<file path="src/rtl/hls_run_pkg.sv">
// Shared types for the HLS run controller: FSM states, result status codes
// and the width of one result record.
package hls_run_pkg;

    typedef enum logic [2:0] {
        S_IDLE,
        S_DRST,
        S_START,
        S_WAIT,
        S_RECORD,
        S_BATCH_END
    } run_state_e;

    typedef enum logic [1:0] {
        ST_NOCMP   = 2'b00,
        ST_PASS    = 2'b01,
        ST_FAIL    = 2'b10,
        ST_TIMEOUT = 2'b11
    } run_status_e;

    localparam int STATUS_W = 2;

    // Record layout is {status, cycles, run_idx}, status in the MSBs.
    function automatic int rec_width(input int cycle_w, input int run_w);
        return STATUS_W + cycle_w + run_w;
    endfunction

endpackage

</file>
<file path="src/rtl/hls_result_fifo.sv">
// Result FIFO; a push into a full FIFO is accepted when a pop happens in
// the same cycle.
module hls_result_fifo #(
    parameter int WIDTH = 42,
    parameter int DEPTH = 4
) (
    input  logic             clock,
    input  logic             reset,
    input  logic             push,
    input  logic [WIDTH-1:0] push_data,
    output logic             push_accept,
    input  logic             pop,
    output logic [WIDTH-1:0] pop_data,
    output logic             empty
);

    localparam int AW = $clog2(DEPTH);

    logic [WIDTH-1:0] mem [DEPTH];
    logic [AW:0]      wr_ptr, rd_ptr;
    logic             full, do_pop;

    // Extra pointer bit tells full from empty when the indices match.
    assign empty       = (wr_ptr == rd_ptr);
    assign full        = (wr_ptr[AW] != rd_ptr[AW]) && (wr_ptr[AW-1:0] == rd_ptr[AW-1:0]);
    assign do_pop      = pop && !empty;
    assign push_accept = push && (!full || do_pop);
    assign pop_data    = mem[rd_ptr[AW-1:0]];

    always_ff @(posedge clock or negedge reset) begin
        if (!reset) begin
            wr_ptr <= '0;
            rd_ptr <= '0;
        end else begin
            if (push_accept) wr_ptr <= wr_ptr + 1'b1;
            if (do_pop)      rd_ptr <= rd_ptr + 1'b1;
        end
    end

    always_ff @(posedge clock) begin
        if (push_accept) mem[wr_ptr[AW-1:0]] <= push_data;
    end

endmodule

</file>
<file path="src/rtl/hls_run_controller.sv">
// Batch run controller for an HLS accelerator: resets, starts and times each
// run, then queues {status, cycles, run index} results for a consumer.
module hls_run_controller
    import hls_run_pkg::*;
#(
    parameter int CYCLE_W    = 32,
    parameter int RUN_W      = 8,
    parameter int TIMEOUT    = 200000000,
    parameter int RST_CYCLES = 2,
    parameter int FIFO_DEPTH = 4
) (
    input  logic               clock,
    input  logic               reset,
    input  logic               cmd_start,
    input  logic [RUN_W-1:0]   cmd_runs,
    input  logic               cmd_compare,
    output logic               dut_reset,
    output logic               dut_start_port,
    input  logic               dut_done_port,
    input  logic               dut_success,
    output logic               res_valid,
    input  logic               res_ready,
    output logic [1:0]         res_status,
    output logic [CYCLE_W-1:0] res_cycles,
    output logic [RUN_W-1:0]   res_run_idx,
    output logic               busy,
    output logic               batch_done
);

    localparam int REC_W = rec_width(CYCLE_W, RUN_W);
    localparam int RC_W  = (RST_CYCLES > 1) ? $clog2(RST_CYCLES) : 1;

    run_state_e         state_q, state_d;
    logic [CYCLE_W-1:0] counter_q, rec_cycles_q;
    logic [RUN_W-1:0]   run_idx_q, runs_q;
    logic [RC_W-1:0]    rst_cnt_q;
    run_status_e        rec_status_q;
    logic               cmp_q;

    logic               timed_out, last_run, push, push_accept, fifo_empty;
    logic [REC_W-1:0]   push_data, head;

    assign timed_out = (counter_q == CYCLE_W'(TIMEOUT));
    assign last_run  = (run_idx_q == runs_q - RUN_W'(1));
    assign push_data = {rec_status_q, rec_cycles_q, run_idx_q};

    // Gated with reset so the accelerator is held in reset with us.
    assign dut_reset = reset && (state_q != S_DRST);
    assign busy      = (state_q != S_IDLE);

    always_comb begin
        state_d        = state_q;
        push           = 1'b0;
        dut_start_port = 1'b0;
        batch_done     = 1'b0;
        case (state_q)
            S_IDLE:      if (cmd_start) state_d = (cmd_runs == '0) ? S_BATCH_END : S_DRST;
            S_DRST:      if (rst_cnt_q == RC_W'(RST_CYCLES - 1)) state_d = S_START;
            S_START: begin
                dut_start_port = 1'b1;
                state_d        = S_WAIT;
            end
            S_WAIT:      if (dut_done_port || timed_out) state_d = S_RECORD;
            S_RECORD: begin
                push = 1'b1;
                if (push_accept) state_d = last_run ? S_BATCH_END : S_DRST;
            end
            S_BATCH_END: begin
                batch_done = 1'b1;
                state_d    = S_IDLE;
            end
            default:     state_d = S_IDLE;
        endcase
    end

    always_ff @(posedge clock or negedge reset) begin
        if (!reset) begin
            state_q      <= S_IDLE;
            counter_q    <= '0;
            rec_cycles_q <= '0;
            run_idx_q    <= '0;
            runs_q       <= '0;
            rst_cnt_q    <= '0;
            rec_status_q <= ST_NOCMP;
            cmp_q        <= 1'b0;
        end else begin
            state_q <= state_d;
            case (state_q)
                S_IDLE: if (cmd_start) begin
                    runs_q    <= cmd_runs;
                    cmp_q     <= cmd_compare;
                    run_idx_q <= '0;
                end
                S_DRST:  rst_cnt_q <= (state_d == S_DRST) ? rst_cnt_q + 1'b1 : '0;
                S_START: counter_q <= CYCLE_W'(1);
                S_WAIT: begin
                    // Done wins over a coinciding timeout.
                    if (dut_done_port) begin
                        rec_cycles_q <= counter_q + 1'b1;
                        rec_status_q <= !cmp_q ? ST_NOCMP : (dut_success ? ST_PASS : ST_FAIL);
                    end else if (timed_out) begin
                        rec_cycles_q <= counter_q;
                        rec_status_q <= ST_TIMEOUT;
                    end else begin
                        counter_q <= counter_q + 1'b1;
                    end
                end
                S_RECORD: if (push_accept && !last_run) run_idx_q <= run_idx_q + 1'b1;
                default: ;
            endcase
        end
    end

    hls_result_fifo #(
        .WIDTH (REC_W),
        .DEPTH (FIFO_DEPTH)
    ) u_fifo (
        .clock       (clock),
        .reset       (reset),
        .push        (push),
        .push_data   (push_data),
        .push_accept (push_accept),
        .pop         (res_ready),
        .pop_data    (head),
        .empty       (fifo_empty)
    );

    assign res_valid   = !fifo_empty;
    assign res_status  = head[REC_W-1 -: STATUS_W];
    assign res_cycles  = head[RUN_W +: CYCLE_W];
    assign res_run_idx = head[RUN_W-1:0];

endmodule

</file>
<file path="config.mk">
export PLATFORM = sky130hd
export DESIGN_NAME = hls_run_controller
export DESIGN_NICKNAME = d
export VERILOG_FILES = /design/src/rtl/hls_run_pkg.sv /design/src/rtl/hls_result_fifo.sv /design/src/rtl/hls_run_controller.sv
export SDC_FILE = /design/constraint.sdc
export NUM_CORES = 1
export LEC_CHECK = 0
export CAP_MARGIN = 20
export CORE_UTILIZATION = 40
export DETAILED_ROUTE_END_ITERATION = 8
export PLACE_DENSITY = 0.63
export RECOVER_POWER = 50
export REMOVE_ABC_BUFFERS = 1
export SLEW_MARGIN = 20
export SYNTH_ARGS = -nofsm -noshare
export SYNTH_HDL_FRONTEND = slang
export SYNTH_SLANG_ARGS = --single-unit
</file>
<file path="constraint.sdc">
create_clock -name clock -period 4.5 [get_ports clock]
set_input_delay 0.675 -clock clock [delete_from_list [all_inputs] [get_ports clock]]
set_output_delay 0.675 -clock clock [all_outputs]
set_load 0.01 [all_outputs]
</file>
# == Yosys cells after proc, flatten, opt, wreduce, memory -nomap -nowiden ==
# Memory sizes are Yosys's and may differ from the RTL's.
# Index checks and enable logic that the tools add are counted.
# word_totals
reg_bits,93
ramBits,168
in_bits,15
output_inout_bits,47
elab_cells,78
memories,1
# mem_list
memory,words,width,read_ports,rd_ports_with_merged_regs,write_ports,line,rtl
u_fifo.mem,4,42,1,0,1,hls_result_fifo.sv:19,logic [WIDTH-1:0] mem [DEPTH];
# classes
addsub,6
eq_ne,16
mux,25
reduce_logical,20
# ops
op,count
32-bit 2-to-1 mux,4
32-bit case mux with 2 select lines,1
32-bit by 1-bit adder with 32-bit output (second input constant),1
32-bit by 28-bit == test with 1-bit output (second input constant),1
3-bit 2-to-1 mux,6
8-bit 2-to-1 mux,2
8-bit case mux with 2 select lines,1
3-bit case mux with 5 select lines,1
8-bit by 1-bit adder with 8-bit output (second input constant),1
8-bit == test,1
8-bit logical NOT,1
2-bit 2-to-1 mux,4
2-bit != test (second input constant),4
8-bit by 1-bit subtractor with 8-bit output (second input constant),1
3-bit by 1-bit adder with 3-bit output (second input constant),2
3-bit by 1-bit == test with 1-bit output (second input constant),2
3-bit by 2-bit == test with 1-bit output (second input constant),2
3-bit == test (second input constant),2
1-bit 2-to-1 mux,6
3-bit AND reduction,2
2-bit nonzero test,3
1-bit logical AND,5
2-bit AND reduction,2
3-bit == test,1
other kinds (8),11

# == Depth between registers and ports, before layout ==
# Gate-level depths: netlist of run 1.
# logic_depth
word_depth,9
ltp_mapped,11
depth_no_buf,9

# == Modules after synthesis ==
# From an unflattened synthesis of run 1, not the netlist that was laid out.
# unflattened
hier_cells,782
area_unflattened_um2,11359.6
# modules_own_cells
mod,instances,cells_each,area_per_inst_um2,seq_area_each_um2
hls_result_fifo,1,263,6517.5,5195.0
hls_run_controller,1,519,4842.1,2177.1

# == Worst setup path after synthesis of run 1 ==
# OpenSTA, ideal clock, no wires.
# synth_timing
path_type,input to register
startpoint,in res_ready
endpoint,mem u_fifo.mem[3][0] (enable)
setup_time_ns,0.405
t_arrival_ns,2.211
t_required_ns,4.095
slack_ns,1.884
stages,3
path_buffers,0
path_cell_list,nor2_1 > a31oi_1 > and2_1
# synth_via
elab_chain_len,5
# synth_rtl
element,line,rtl
start: declaration,hls_run_controller.sv:22,"input logic res_ready,"
1-bit logical AND,hls_result_fifo.sv:26,assign do_pop = pop && !empty;
1-bit logical OR,hls_result_fifo.sv:27,assign push_accept = push && (!full || do_pop);
1-bit logical AND,hls_result_fifo.sv:27,
1-bit 2-to-1 mux,hls_result_fifo.sv:41,if (push_accept) mem[wr_ptr[AW-1:0]] <= push_data;
1-bit 2-to-1 mux (not written as such),hls_result_fifo.sv:41,
end: declaration,hls_result_fifo.sv:19,
# Every way passes these cells.

# == Final worst setup path of run 1 ==
# layout_timing
startpoint,reg u_fifo.rd_ptr[1]
endpoint,out res_cycles[10]
# layout_via
elab_chain_len,1
# layout_rtl
element,line,rtl
start: declaration,hls_result_fifo.sv:20,"logic [AW:0] wr_ptr, rd_ptr;"
start signal: assignment,hls_result_fifo.sv:36,if (do_pop) rd_ptr <= rd_ptr + 1'b1;
memory 4 x 42 bit,-,
end: declaration,hls_run_controller.sv:24,"output logic [CYCLE_W-1:0] res_cycles,"
# Every way passes these cells.

==> impl_metrics.csv, run 1 <==
group,metric,value,unit
route,ant_nets,0,
logic_synthesis,synth_top_cell_by_area,"edfxtp_1",
placement,place_hpwl,13.7,mm
sta,rsz0062_at_grt,"no",
worst_setup_path,path_cells,"buf_4 -> mux4_2 -> clkdlybuf4s50_1",
worst_setup_path,criticalPathCategory,"flip-flop to primary output",
clocking,hold_buffers,0,
run,drv_cap,3,
cells_and_area,fin_area,12900,sq um
die,pin_count,62,
logic_synthesis,synth_ff_type,"edfxtp_1",
die,die_x,169,microns
clocking,ctsRootBufferMaster,"clkbuf_16",
clocking,cts.sinks,261,
sta,worst_slew_pin_slew,2110,ps
logic_synthesis,syn_area,11100,sq um
global_route,grt_max_degree,60,
logic_synthesis,ys_seq_area_frac,0.664,
worst_setup_path,path_buf_inv,2,
worst_setup_path,critPathCaptureType,"primary output",
die,initial_core_util,0.409,
die,core-area,27100,sq um
pwr,swShare,0.292,
logic_synthesis,netlist_top_cells_area,"edfxtp_1 (45%), dfrtp_1 (21%), mux4_2 (8.5%), nand2_1 (2.5%), xor2_1 (2.1%)",
worst_setup_path,crit_arrival,3050,ps
route,initialDrtViolationCount,291,
pwr,pwr-share-clk,0.296,
logic_synthesis,syn_area_per_cell,14.7,sq um
global_route,grt_pass1_vias,6448,
logic_synthesis,synthMuxAreaShare,0.105,
hold_path,min_path_type,"flip-flop to flip-flop",
logic_synthesis,yosys.area_share.simple,0.0998,
placement,place_congestion,0.761,
logic_synthesis,synth_seq_cells,261,
die,placementRows,60,
sta,skew,9.55,ps
worst_setup_path,crit_path_max_fanout,24,
cells_and_area,area_delta_synth_final,16.6,%
worst_setup_path,slowest_delay,1150,ps
global_route,grt_usage,0.159,
clocking,clk_path_buf_depth,3,
sta,setup_tns,0,ps
clocking,post_cts_buffers,0,
cells_and_area,drive_gt1_frac,0.161,
placement,io_buffers,61,
logic_synthesis,yosysWarningCount,0,
pwr,p_per_area,577,nW/um^2
sta,hold_violations,0,
logic_synthesis,synth-edff-count,168,
logic_synthesis,synth_common_cells,"edfxtp_1 (168), dfrtp_1 (93), nand2_1 (74)",
logic_synthesis,synth-adder-area-share,0.0101,
pwr,combPwrFrac,0.260,
worst_setup_path,cp_top_family,"flip-flops",
worst_setup_path,start_kind,"flip-flop",
route,dr_total_vias,6170,
die,die_y,169,microns
sta,max_slew_margin,-0.408,
pwr,p_switching,2.18,mW
clocking,cts_tree,"done",
route,drt_drc_violations_left,0,
placement,post_dp_cell_area,12100,sq um
route,drt-total-wl,21.6,mm
logic_synthesis,yosysMostFrequentCell,"edfxtp_1",
clocking,clkLatencyLatePin,520,ps
clocking,cts_resized,0,
logic_synthesis,synthDistinctLibCells,59,
pwr,irDropWorstVdd,0.300,mV
sta,period_minus_slack,3730,ps
pwr,power.total,7.46,mW
outcome,outcome,"finished, violations left",
clocking,numCtsBuffers,27,
global_route,grt_pass1_wl,35.5,mm
pwr,internal_power,5.29,mW
logic_synthesis,synthXorXnorAreaFrac,0.0395,
pwr,cellLeakagePower,4.60,nW
logic_synthesis,synth_top_family_by_area,"multiplexers",
worst_setup_path,cp.required,3830,ps
sta,whs,498,ps
sta,timing.fmax,268,MHz
global_route,grt_overflow_total,0,
clocking,cts.clk_slew.worst_paths,60,ps
pwr,seqPwrFrac,0.444,
clocking,htreeDepth,1,
cells_and_area,antennaDiodeCount,0,
worst_setup_path,slowest_stage,"dfrtp_1",
cells_and_area,final_util,0.478,
die,dieArea,28400,sq um
sta,finalCritPeriodShare,0.828,
logic_synthesis,synthCells,756,
logic_synthesis,synth_compound_area_frac,0.0601,
route,wl_per_cell,17.8,microns
outcome,violations,"max-capacitance violations, max-slew violations",
sta,finalSetupViolCount,0,
global_route,antenna_found_initial,0,
cells_and_area,layout.nets,844,
route,drt-pass1-iter-count,5,
logic_synthesis,synth_top_area_share,0.455,
sta,slew_violations,61,
logic_synthesis,async_reset_ff_frac,0.356,
route,vias_per_cell,5.09,
worst_setup_path,r2r_slack,810,ps
## stage by stage
stage | setup WS (ps) | instances
5_1_grt | 450 | 1213
3_3_place_gp | 1410 | 1163
2_1_floorplan | 441 | 719
3_5_place_dp | 1370 | 1163
6_report | 773 | 1213
4_1_cts | 1100 | 1213
## registers in the layout (all words and copies together) (netlist names)
name           flops
u_fifo.mem       168
counter_q         32
rec_cycles_q      32
run_idx_q          8
runs_q             8
state_q            3
u_fifo.rd_ptr      3
u_fifo.wr_ptr      3
rec_status_q       2
cmp_q              1
rst_cnt_q          1
## area by class of cell
| type | count | area, sq um |
|---|---|---|
| clock buffers | 38 | 777 |
| repair buffers | 72 | 697 |
| fillers | 2375 | 14200 |
| inverters | 11 | 41.3 |
| clock inverters | 12 | 119 |
| flip-flops and latches | 261 | 7370 |
| well taps | 372 | 465 |
| multi-input cells | 447 | 3470 |
## power by group through the flow
stage          sequential, mW  combinational [mW]  clock (mW)
2_1_floorplan            3.31                1.15           0
3_3_place_gp             3.35                1.96           0
3_5_place_dp             3.37                1.97           0
4_1_cts                  3.32                1.98        2.26
5_1_grt                  3.37                2.13        2.36
6_report                 3.31                1.94        2.21
## layout by cell type (no fill, tap or decap), types with 14 or more instances in the layout
master           instances
a21oi_1                 27
clkbuf_16               27
clkdlybuf4s50_1         60
dfrtp_1                 92
edfxtp_1               168
mux4_2                  42
nand2_1                 74
nand3_1                 23
nor2_1                  46
o21ai_0                 40
o31ai_1                 14
xnor2_1                 23
xor2_1                  27
## kinds of logic (layout without fill, tap and decap cells)
family                   count (synthesis)  in the layout
AO/OA/AOI/OAI                          112            112
adder cells (fa/ha/maj)                  9              9
flip-flops                             261            261
buffers and inverters                   48            133
multiplexers                            62             62
AND/OR/NAND/NOR                        214            214
XOR/XNOR                                50             50
## path summary, 6_finish.rpt
path / depth (start not counted) / start / end
min: 1 / u_fifo.rd_ptr[2] / u_fifo.rd_ptr[2]
max reg2reg: 4 / u_fifo.rd_ptr[1] / u_fifo.mem[2][20]
min reg2reg: 1 / u_fifo.rd_ptr[2] / u_fifo.rd_ptr[2]
max: 3 / u_fifo.rd_ptr[1] / res_cycles[10]
max in group asynchronous: 2 / reset / u_fifo.rd_ptr[0]
min in group asynchronous: 1 / reset / u_fifo.rd_ptr[2]
## per-layer routing
metal	part of all wire	global-route usage	vias up
met5	0	0	-
met4	0.013	0.0356	0
met2	0.47	0.259	103
li1	-	-	2950
met1	0.47	0.224	3091
met3	0.041	0.0250	26
(Power assumes the default switching activity.)
==> inputs of run 2 (changes only) <==
- clock period: 4.5 -> 3.5 ns (I/O delays scaled with it)
==> impl_metrics.csv, run 2 (synthesized netlist as in run 1, its figures left out) <==
group,metric,value,unit
route,initialDrtViolationCount,398,
worst_setup_path,r2r_cells,4,
cells_and_area,final_cell_mix,"edfxtp_1 (168), dfrtp_1 (91), nand2_1 (74)",
sta,max_slew_margin,-0.768,
global_route,grt_pass1_vias,6294,
worst_setup_path,r2r_end,"u_fifo.mem[3][23]",
global_route,grt_pass1_wl,35.3,mm
clocking,post_cts_buffers,0,
global_route,grt_overflow_total,0,
cells_and_area,largest_register_ffs,168,
worst_setup_path,criticalPathCategory,"flip-flop to primary output",
global_route,grt_usage,0.157,
route,dr_total_vias,6203,
route,drt-total-wl,21.7,mm
outcome,outcome,"finished, violations left",
placement,io_buffers,61,
clocking,ctsRootBufferMaster,"clkbuf_16",
sta,skew,13.4,ps
sta,setup_tns,0,ps
worst_setup_path,crit_path_max_fanout,25,
worst_setup_path,critPathCaptureType,"primary output",
clocking,cts_resized,0,
placement,place_congestion,0.762,
hold_path,min-delay-start,"u_fifo.rd_ptr[2]",
cells_and_area,stdcell_count,1222,
pwr,irDropWorstVdd,0.408,mV
clocking,hold_buffers,0,
clocking,cts.clk_slew.worst_paths,60,ps
run,drv_cap,1,
outcome,violations,"max-capacitance violations, max-slew violations",
global_route,antenna_found_initial,0,
clocking,htreeDepth,1,
cells_and_area,area_delta_synth_final,18.4,%
hold_path,hold_end,"u_fifo.rd_ptr[2]",
sta,worst_slew_pin_slew,2650,ps
worst_setup_path,timing.rr.start,"u_fifo.rd_ptr[1]",
sta,timing.fmax,320,MHz
die,pin_count,62,
cells_and_area,layout.nets,853,
route,drt-pass1-iter-count,5,
die,placementRows,60,
clocking,cts_tree,"done",
sta,hold_violations,0,
clocking,cts.sinks,261,
sta,rsz0062_at_grt,"no",
worst_setup_path,r2r_slack,480,ps
route,ant_nets,0,
placement,place_hpwl,13.9,mm
cells_and_area,antennaDiodeCount,0,
placement,dp.cells,1172,
sta,period_minus_slack,3130,ps
route,wl_per_cell,17.7,microns
placement,post-place-ws,680,ps
die,die_y,169,microns
sta,whs,492,ps
cells_and_area,layout_commonest_cell,"edfxtp_1",
clocking,clk_path_buf_depth,3,
sta,layout_setup_ws,373,ps
worst_setup_path,start_kind,"flip-flop",
die,die_x,169,microns
worst_setup_path,crit_arrival,2600,ps
die,initial_core_util,0.409,
global_route,grt_max_degree,49,
clocking,numCtsBuffers,27,
die,dieArea,28400,sq um
cells_and_area,regArea,7370,sq um
route,drt_drc_violations_left,0,
cells_and_area,multi_input_area,3470,sq um
sta,slew_violations,49,
sta,finalCritPeriodShare,0.893,
pwr,cellLeakagePower,4.70,nW
sta,finalSetupViolCount,0,
pwr,power.total,9.88,mW
cells_and_area,n_fill_cell,2324,
hold_path,hold_depth,1,
cells_and_area,drive_gt1_frac,0.174,
die,core-area,27100,sq um
pwr,p_per_area,752,nW/um^2
hold_path,min_path_type,"flip-flop to flip-flop",
route,vias_per_cell,5.08,
worst_setup_path,cp.required,2970,ps
clocking,clkLatencyLatePin,530,ps
run 2: cell count changes in the layout (fill, tap and decap cells not counted), moves of 2 or more:
cell,before,now
buf_12,1,4
clkbuf_1,6,4
clkbuf_8,6,8
bufinv_16,2,5
clkinv_1,2,0
buf_4,9,14
run 2: cell type report:
type / count / area share
clock buffers: 37 / 0.0604
clock inverters: 13 / 0.0152
inverters: 11 / 0.00314
multi-input cells: 447 / 0.264
flip-flops and latches: 261 / 0.561
well taps: 372 / 0.0354
repair buffers: 81 / 0.0609
run 2: metrics by stage:
step | utilization | area, sq um
6_report | 0.485 | 13100
5_1_grt | 0.485 | 13100
4_1_cts | 0.486 | 13200
3_5_place_dp | 0.449 | 12200
3_3_place_gp | 0.449 | 12200
2_1_floorplan | - | 10900
run 2: critical path, cell delays in order (launching register included):
cell	delay (ps)
dfrtp_2	730
buf_4	450
mux4_2	390
clkdlybuf4s50_1	500
run 2: how the worst max path moves through the flow:
stage                             end              from  slack, ps
detailed placement  u_fifo.mem[2][34]         res_ready        680
finish                  res_cycles[0]  u_fifo.rd_ptr[1]        370
CTS                    res_cycles[12]  u_fifo.rd_ptr[1]        290
floorplan            u_fifo.mem[3][0]  u_fifo.rd_ptr[0]       -560
global placement    u_fifo.mem[2][34]         res_ready        690
global route        u_fifo.mem[3][23]  u_fifo.rd_ptr[1]        150
run 2: layer usage:
metal / part of all wire / GRT usage / vias to the layer above
met4: 0.013 / 0.0340 / 0
met1: 0.49 / 0.228 / 3116
met5: 0 / 0 / -
met2: 0.46 / 0.251 / 102
li1: - / - / 2964
met3: 0.038 / 0.0248 / 21
run 2: power by group:
group / total, mW / switching [mW] / leakage (nW) / internal, mW
combinational: 2.55 / 1.21 / 1.52 / 1.34
clock: 3.12 / 1.17 / 0.492 / 1.95
sequential: 4.21 / 0.430 / 2.68 / 3.78
total: 9.88 / 2.81 / 4.70 / 7.07
